===== src/rtl/cache_pkg.sv =====
// Shared cache geometry, line-controller state encoding and address helpers.
package cache_pkg;

  localparam int unsigned ADDR_WIDTH = 32;
  localparam int unsigned DATA_WIDTH = 32;
  localparam int unsigned DATA_BYTES = DATA_WIDTH / 8;
  localparam int unsigned LINE_WORDS = 4;
  localparam int unsigned LINE_BYTES = LINE_WORDS * DATA_BYTES;
  localparam int unsigned IDX_W      = $clog2(LINE_WORDS);

  typedef enum logic [1:0] {IDLE, WB, RD, DONE} line_ctrl_state_e;

  typedef logic [LINE_WORDS-1:0][DATA_WIDTH-1:0] cache_line_t;

  // Clears the byte offset within a line.
  function automatic logic [ADDR_WIDTH-1:0] line_align(input logic [ADDR_WIDTH-1:0] addr);
    return addr & ~ADDR_WIDTH'(LINE_BYTES - 1);
  endfunction

  // Byte address of word idx within the line at base; wraps modulo 2^ADDR_WIDTH.
  function automatic logic [ADDR_WIDTH-1:0] word_addr(input logic [ADDR_WIDTH-1:0] base,
                                                      input logic [IDX_W-1:0]      idx);
    return base + (ADDR_WIDTH'(idx) << $clog2(DATA_BYTES));
  endfunction

endpackage


===== src/rtl/cache_line_mem_ctrl.sv =====
// Miss/eviction sequencer: optional dirty-line write-back, then a line fill
// of LINE_WORDS single-word reads with overlapped address and data channels.
// Handshakes: a transfer happens on a rising edge where both valid and ready
// are high; a valid source holds its payload stable until that edge.
module cache_line_mem_ctrl
  import cache_pkg::*;
(
  input  logic                  clk_i,
  input  logic                  rst_i,
  input  logic                  req_valid_i,
  output logic                  req_ready_o,
  input  logic [ADDR_WIDTH-1:0] req_addr_i,
  input  logic                  req_dirty_i,
  input  logic [ADDR_WIDTH-1:0] victim_addr_i,
  input  cache_line_t           victim_line_i,
  output logic                  fill_valid_o,
  output logic [IDX_W-1:0]      fill_idx_o,
  output logic [DATA_WIDTH-1:0] fill_data_o,
  output logic                  done_o,
  output logic                  wb_valid_o,
  output logic [DATA_WIDTH-1:0] wb_data_o,
  output logic [ADDR_WIDTH-1:0] wb_addr_o,
  input  logic                  mem_ready_i,
  output logic                  addr_req_o,
  output logic [ADDR_WIDTH-1:0] addr_o,
  input  logic                  addr_ready_i,
  input  logic [DATA_WIDTH-1:0] mem_data_i,
  input  logic                  mem_valid_i,
  output logic                  mem_ready_o,
  output line_ctrl_state_e      state_o
);

  localparam logic [IDX_W-1:0] LAST_IDX = IDX_W'(LINE_WORDS - 1);

  line_ctrl_state_e      state_q, state_d;
  logic [IDX_W-1:0]      wb_cnt_q, wb_cnt_d;
  logic [IDX_W-1:0]      r_cnt_q, r_cnt_d;
  logic [IDX_W:0]        ar_cnt_q, ar_cnt_d;
  logic [ADDR_WIDTH-1:0] req_addr_q, req_addr_d;
  logic [ADDR_WIDTH-1:0] victim_addr_q, victim_addr_d;
  cache_line_t           line_q, line_d;

  always_comb begin
    state_d       = state_q;
    wb_cnt_d      = wb_cnt_q;
    r_cnt_d       = r_cnt_q;
    ar_cnt_d      = ar_cnt_q;
    req_addr_d    = req_addr_q;
    victim_addr_d = victim_addr_q;
    line_d        = line_q;
    req_ready_o   = 1'b0;
    fill_valid_o  = 1'b0;
    fill_idx_o    = '0;
    fill_data_o   = '0;
    done_o        = 1'b0;
    wb_valid_o    = 1'b0;
    wb_data_o     = '0;
    wb_addr_o     = '0;
    addr_req_o    = 1'b0;
    addr_o        = '0;
    mem_ready_o   = 1'b0;

    unique case (state_q)
      IDLE: begin
        req_ready_o = 1'b1;
        if (req_valid_i) begin
          req_addr_d    = line_align(req_addr_i);
          victim_addr_d = line_align(victim_addr_i);
          line_d        = victim_line_i;
          wb_cnt_d      = '0;
          r_cnt_d       = '0;
          ar_cnt_d      = '0;
          state_d       = req_dirty_i ? WB : RD;
        end
      end
      WB: begin
        wb_valid_o = 1'b1;
        wb_data_o  = line_q[wb_cnt_q];
        wb_addr_o  = word_addr(victim_addr_q, wb_cnt_q);
        if (mem_ready_i) begin
          wb_cnt_d = wb_cnt_q + 1'b1;
          if (wb_cnt_q == LAST_IDX) state_d = RD;
        end
      end
      RD: begin
        // MSB of ar_cnt set means all LINE_WORDS addresses have been issued.
        if (!ar_cnt_q[IDX_W]) begin
          addr_req_o = 1'b1;
          addr_o     = word_addr(req_addr_q, ar_cnt_q[IDX_W-1:0]);
          if (addr_ready_i) ar_cnt_d = ar_cnt_q + 1'b1;
        end
        mem_ready_o = 1'b1;
        if (mem_valid_i) begin
          fill_valid_o = 1'b1;
          fill_idx_o   = r_cnt_q;
          fill_data_o  = mem_data_i;
          r_cnt_d      = r_cnt_q + 1'b1;
          if (r_cnt_q == LAST_IDX) state_d = DONE;
        end
      end
      DONE: begin
        done_o  = 1'b1;
        state_d = IDLE;
      end
      default: state_d = IDLE;
    endcase

    // An aborted fill must not deliver words or signal completion.
    if (rst_i) begin
      fill_valid_o = 1'b0;
      done_o       = 1'b0;
    end
  end

  always_ff @(posedge clk_i) begin
    if (rst_i) begin
      state_q       <= IDLE;
      wb_cnt_q      <= '0;
      r_cnt_q       <= '0;
      ar_cnt_q      <= '0;
      req_addr_q    <= '0;
      victim_addr_q <= '0;
      line_q        <= '0;
    end else begin
      state_q       <= state_d;
      wb_cnt_q      <= wb_cnt_d;
      r_cnt_q       <= r_cnt_d;
      ar_cnt_q      <= ar_cnt_d;
      req_addr_q    <= req_addr_d;
      victim_addr_q <= victim_addr_d;
      line_q        <= line_d;
    end
  end

  assign state_o = state_q;

endmodule


===== config.mk =====
export PLATFORM = sky130hd
export DESIGN_NAME = cache_line_mem_ctrl
export DESIGN_NICKNAME = d
export VERILOG_FILES = /design/src/rtl/cache_pkg.sv /design/src/rtl/cache_line_mem_ctrl.sv
export SDC_FILE = /design/constraint.sdc
export NUM_CORES = 1
export LEC_CHECK = 0
export CORE_ASPECT_RATIO = 0.6
export CORE_MARGIN = 2
export CORE_UTILIZATION = 46
export DETAILED_ROUTE_END_ITERATION = 6
export PLACE_DENSITY = 0.87
export SYNTH_ARGS = -nofsm -noshare
export SYNTH_HDL_FRONTEND = slang
export SYNTH_SLANG_ARGS = --single-unit
export TNS_END_PERCENT = 30

===== constraint.sdc =====
create_clock -name clk_i -period 3.3 [get_ports clk_i]
set_input_delay 0.33 -clock clk_i [delete_from_list [all_inputs] [get_ports clk_i]]
set_output_delay 0.33 -clock clk_i [all_outputs]
set_load 0.005 [all_outputs]

==> impl_metrics.py <==
metrics = {
    "pwr": {
        "power.share.clock_pct": 28.4,
        "power.share.switching_pct": 33.3,
        "seqPwrFrac_pct": 40.9,
        "pwr-share-comb_pct": 30.6,
        "power_density_nw_per_um2": 566,
        "p_int_mw": 4.85,
        "netSwitchingPower_mw": 2.42,
        "power.ir.vdd_worst_mv": 0.335,
        "power.leakage_nw": 4.87,
    },
    "logic_synthesis": {
        "yosys-top-cells-area": "dfxtp_1 44%, nand2_1 16%, a21oi_1 11%",
        "post_synth.cell_area_avg_sq_um": 8.21,
        "synth-edff-count": 0,
        "ys_async_sr_fraction_pct": 0,
        "ys.warnings.count": 0,
        "ys_ff_latch": 193,
        "post_synth_inst_count": 1064,
        "synthesis.area_sq_um": 8730,
        "synthMostInstantiatedCell": "nand2_1",
        "synth.cells.most_frequent": "372 x nand2_1, 193 x a21oi_1, 193 x dfxtp_1, 93 x and2_1, 58 x clkbuf_1",
        "synth_ff_type": "dfxtp_1",
        "number_of_different_library_cells_in_the_post_synthesis_netlist": 33,
        "post-synth-top-area-cell": "dfxtp_1",
        "synth_top_cell_area_share_pct": 44.2,
        "synth_sequential_area_ratio_pct": 44.2,
    },
    "setup_path": {
        "worst-path-buf-inv": 3,
        "critical_path.slowest_cell": "ha_2",
        "critical-path-top-delay-family": "buffers and inverters",
        "crit_path_max_fanout": 28,
        "crit_chain": "inv_1, ha_2, buf_4, and2_1, clkdlybuf4s50_1",
        "timing.critical_path.arrival_ns": 2.56,
        "crit_path_start_kind": "flip-flop",
        "critPathRequiredTime_ns": 2.97,
        "timing.critical_path.to_type": "primary output",
        "timing.critical_path.depth": 5,
        "r2r.worst_path.cells": 6,
        "worst_path_largest_cell_delay_ns": 0.62,
        "timing.reg2reg.setup_slack_ns": 0.96,
        "timing.setup.critical_path_class": "reg2out",
    },
    "floorplan": {
        "std_cell_rows": 38,
        "start_util_pct": 47.6,
        "design.core.area_sq_um": 18400,
        "fp.dieArea_sq_um": 20100,
        "dieWidth_um": 182,
        "die_h_um": 111,
        "ios": 369,
    },
    "min_path": {
        "min_delay_path_depth": 2,
        "worst_hold_path_type": "in2reg",
    },
    "clock_tree": {
        "clk_transition_reported_paths_ns": 0.08,
        "tritoncts": "built",
        "cts_setup_buffers": 0,
        "cts-hold-fix-buffers": 0,
        "cts_buffers": 17,
        "count_of_clock_tree_sinks": 193,
        "clock_tree.root_cell": "clkbuf_16",
        "cts-resized-gates": 0,
        "clock_latency_ns": 0.41,
        "cts_htree_levels": 4,
        "clock_path_buffers": 2,
    },
    "global_routing": {
        "grt_max_degree": 104,
        "grt_pass1_wl_mm": 42.2,
        "first_global_vias": 8157,
        "grt_antenna_before_repair": 1,
        "grt.total_usage_pct": 25.9,
        "grt_overflow_total": 0,
    },
    "timing": {
        "setup-tns-final_ns": 0,
        "finalClockSkew_ns": 0.0155,
        "min_period_over_period_pct": 87.7,
        "setup_viol_count_final": 0,
        "final_hold_viol_count": 0,
        "worst_pin_slew_ns": 1.10,
        "timing.slew.headroom_pct": 26.6,
        "report.final.slew_viol_count": 0,
        "timing.fmax_ghz": 0.346,
        "period_minus_slack_ns": 2.89,
        "unrepaired_setup_endpoints_after_global_routing": "false",
    },
    "drt": {
        "mean_number_of_vias_per_cell": 5.13,
        "drtIter0Drc": 534,
        "met3_length_mm": 1.38,
        "detailroute.wirelength.met2_mm": 13.5,
        "number_of_vias_after_detailed_routing": 8310,
        "totalWireLength_mm": 26.8,
        "detail_route_antenna_nets": 0,
        "wirelength_met1_mm": 11.5,
        "average_routed_wire_per_standard_cell_um": 16.5,
        "drc": 0,
        "number_of_iterations_in_the_first_detailed_routing_pass": 7,
        "highest_routed_layer": "met4",
    },
    "run": {
        "drv_cap": 0,
    },
    "placed_design": {
        "gp_routability_congestion": 0.802,
        "numPortBuffers": 356,
        "detailed_place_hpwl_mm": 19.2,
    },
    "cells_and_area": {
        "finish.net_count": 1607,
        "post_route_cells_drive_above_1_share_pct": 6.30,
        "layout.core_utilization_pct": 70.0,
        "area.growth.synth_to_final_pct": 47.1,
        "nFillCells": 1478,
    },
    "run_status": {
        "run_status": "completed",
    },
}
==> sequential cells by signal, indices dropped and copies added (netlist names) <==
| register | cells |
|---|---|
| ar_cnt_q | 3 |
| state_o | 2 |
| req_addr_q | 28 |
| line_q | 128 |
| victim_addr_q | 28 |
| r_cnt_q | 2 |
| wb_cnt_q | 2 |
==> cells in the final DEF, fill, tap and decap left out, types with 3 or more instances in the layout <==
cell type	n
clkinv_8	3
a21oi_1	193
clkdlybuf4s50_1	355
and3_1	34
buf_4	15
nor2b_1	7
clkbuf_16	17
buf_12	4
mux4_2	29
ha_1	8
inv_8	3
inv_1	5
and2_1	92
nand2_1	372
nor2_1	3
o21ai_0	5
inv_6	5
nand2b_1	4
mux4_1	3
dfxtp_1	191
conb_1	4
==> logic make-up after synthesis <==
group / Yosys count / synth area share, %
compound gates: 206 / 12.2
fa+ha+maj: 9 / 1.29
buf+inv: 99 / 6.82
flops: 193 / 44.2
mux: 34 / 8.61
other cells: 1 / 0.0429
simple gates: 522 / 26.7
==> metal layers <==
layer  GRT usage, %  vias to the layer above
li1               -                     4101
met1           32.6                     3932
met2           46.3                      251
met3           4.86                       26
met4           6.18                        0
met5              0                        -
==> power by group through the flow <==
stage | sequential (mW) | combinational, mW | clock [mW]
after global placement | 3.00 | 2.17 | 0
after floorplan | 2.93 | 1.46 | 0
after global routing | 3.03 | 2.46 | 2.21
after CTS | 2.98 | 2.23 | 2.11
final | 2.98 | 2.23 | 2.07
after detailed placement | 3.03 | 2.22 | 0
==> path summary, 6_finish.rpt <==
kind                     startpoint                end
hold / removal                rst_i        line_q[120]
hold reg to reg   victim_addr_q[14]  victim_addr_q[14]
setup / recovery         state_o[1]       wb_addr_o[4]
setup reg to reg         state_o[0]         line_q[99]
==> final cells by class <==
cell class / instances / area, sq um / area share [%]
Multi-Input combinational cell: 775 / 4300 / 33.5
Sequential cell: 193 / 3870 / 30.1
Timing Repair Buffer: 375 / 3760 / 29.3
Clock buffer: 19 / 443 / 3.45
Tap cell: 240 / 300 / 2.34
Clock inverter: 13 / 151 / 1.18
Inverter: 5 / 18.8 / 0.146
Antenna cell: 1 / 2.50 / 0.0195
==> through the flow <==
step | area [sq um] | std cells | power (mW) | setup WS (ns) | hold slack [ns]
floorplan | 8740 | 1067 | 4.39 | 1.65 | 0.432
global placement | 12200 | 1588 | 5.17 | 0.818 | 0.437
detailed placement | 12200 | 1588 | 5.25 | 0.769 | 0.442
CTS | 12800 | 1620 | 7.31 | 0.329 | 0.248
global route | 12800 | 1621 | 7.70 | 0.224 | 0.258
finish | 12800 | 1621 | 7.27 | 0.406 | 0.265
==> worst reg2reg max path, cell delays in order (launching register included) <==
cell and delay, ns:
dfxtp_1 0.38, inv_1 0.13, ha_1 0.50, and2_4 0.60
buf_12 0.35, nand2_1 0.15, a21oi_1 0.15
(Power assumes the default switching activity.)
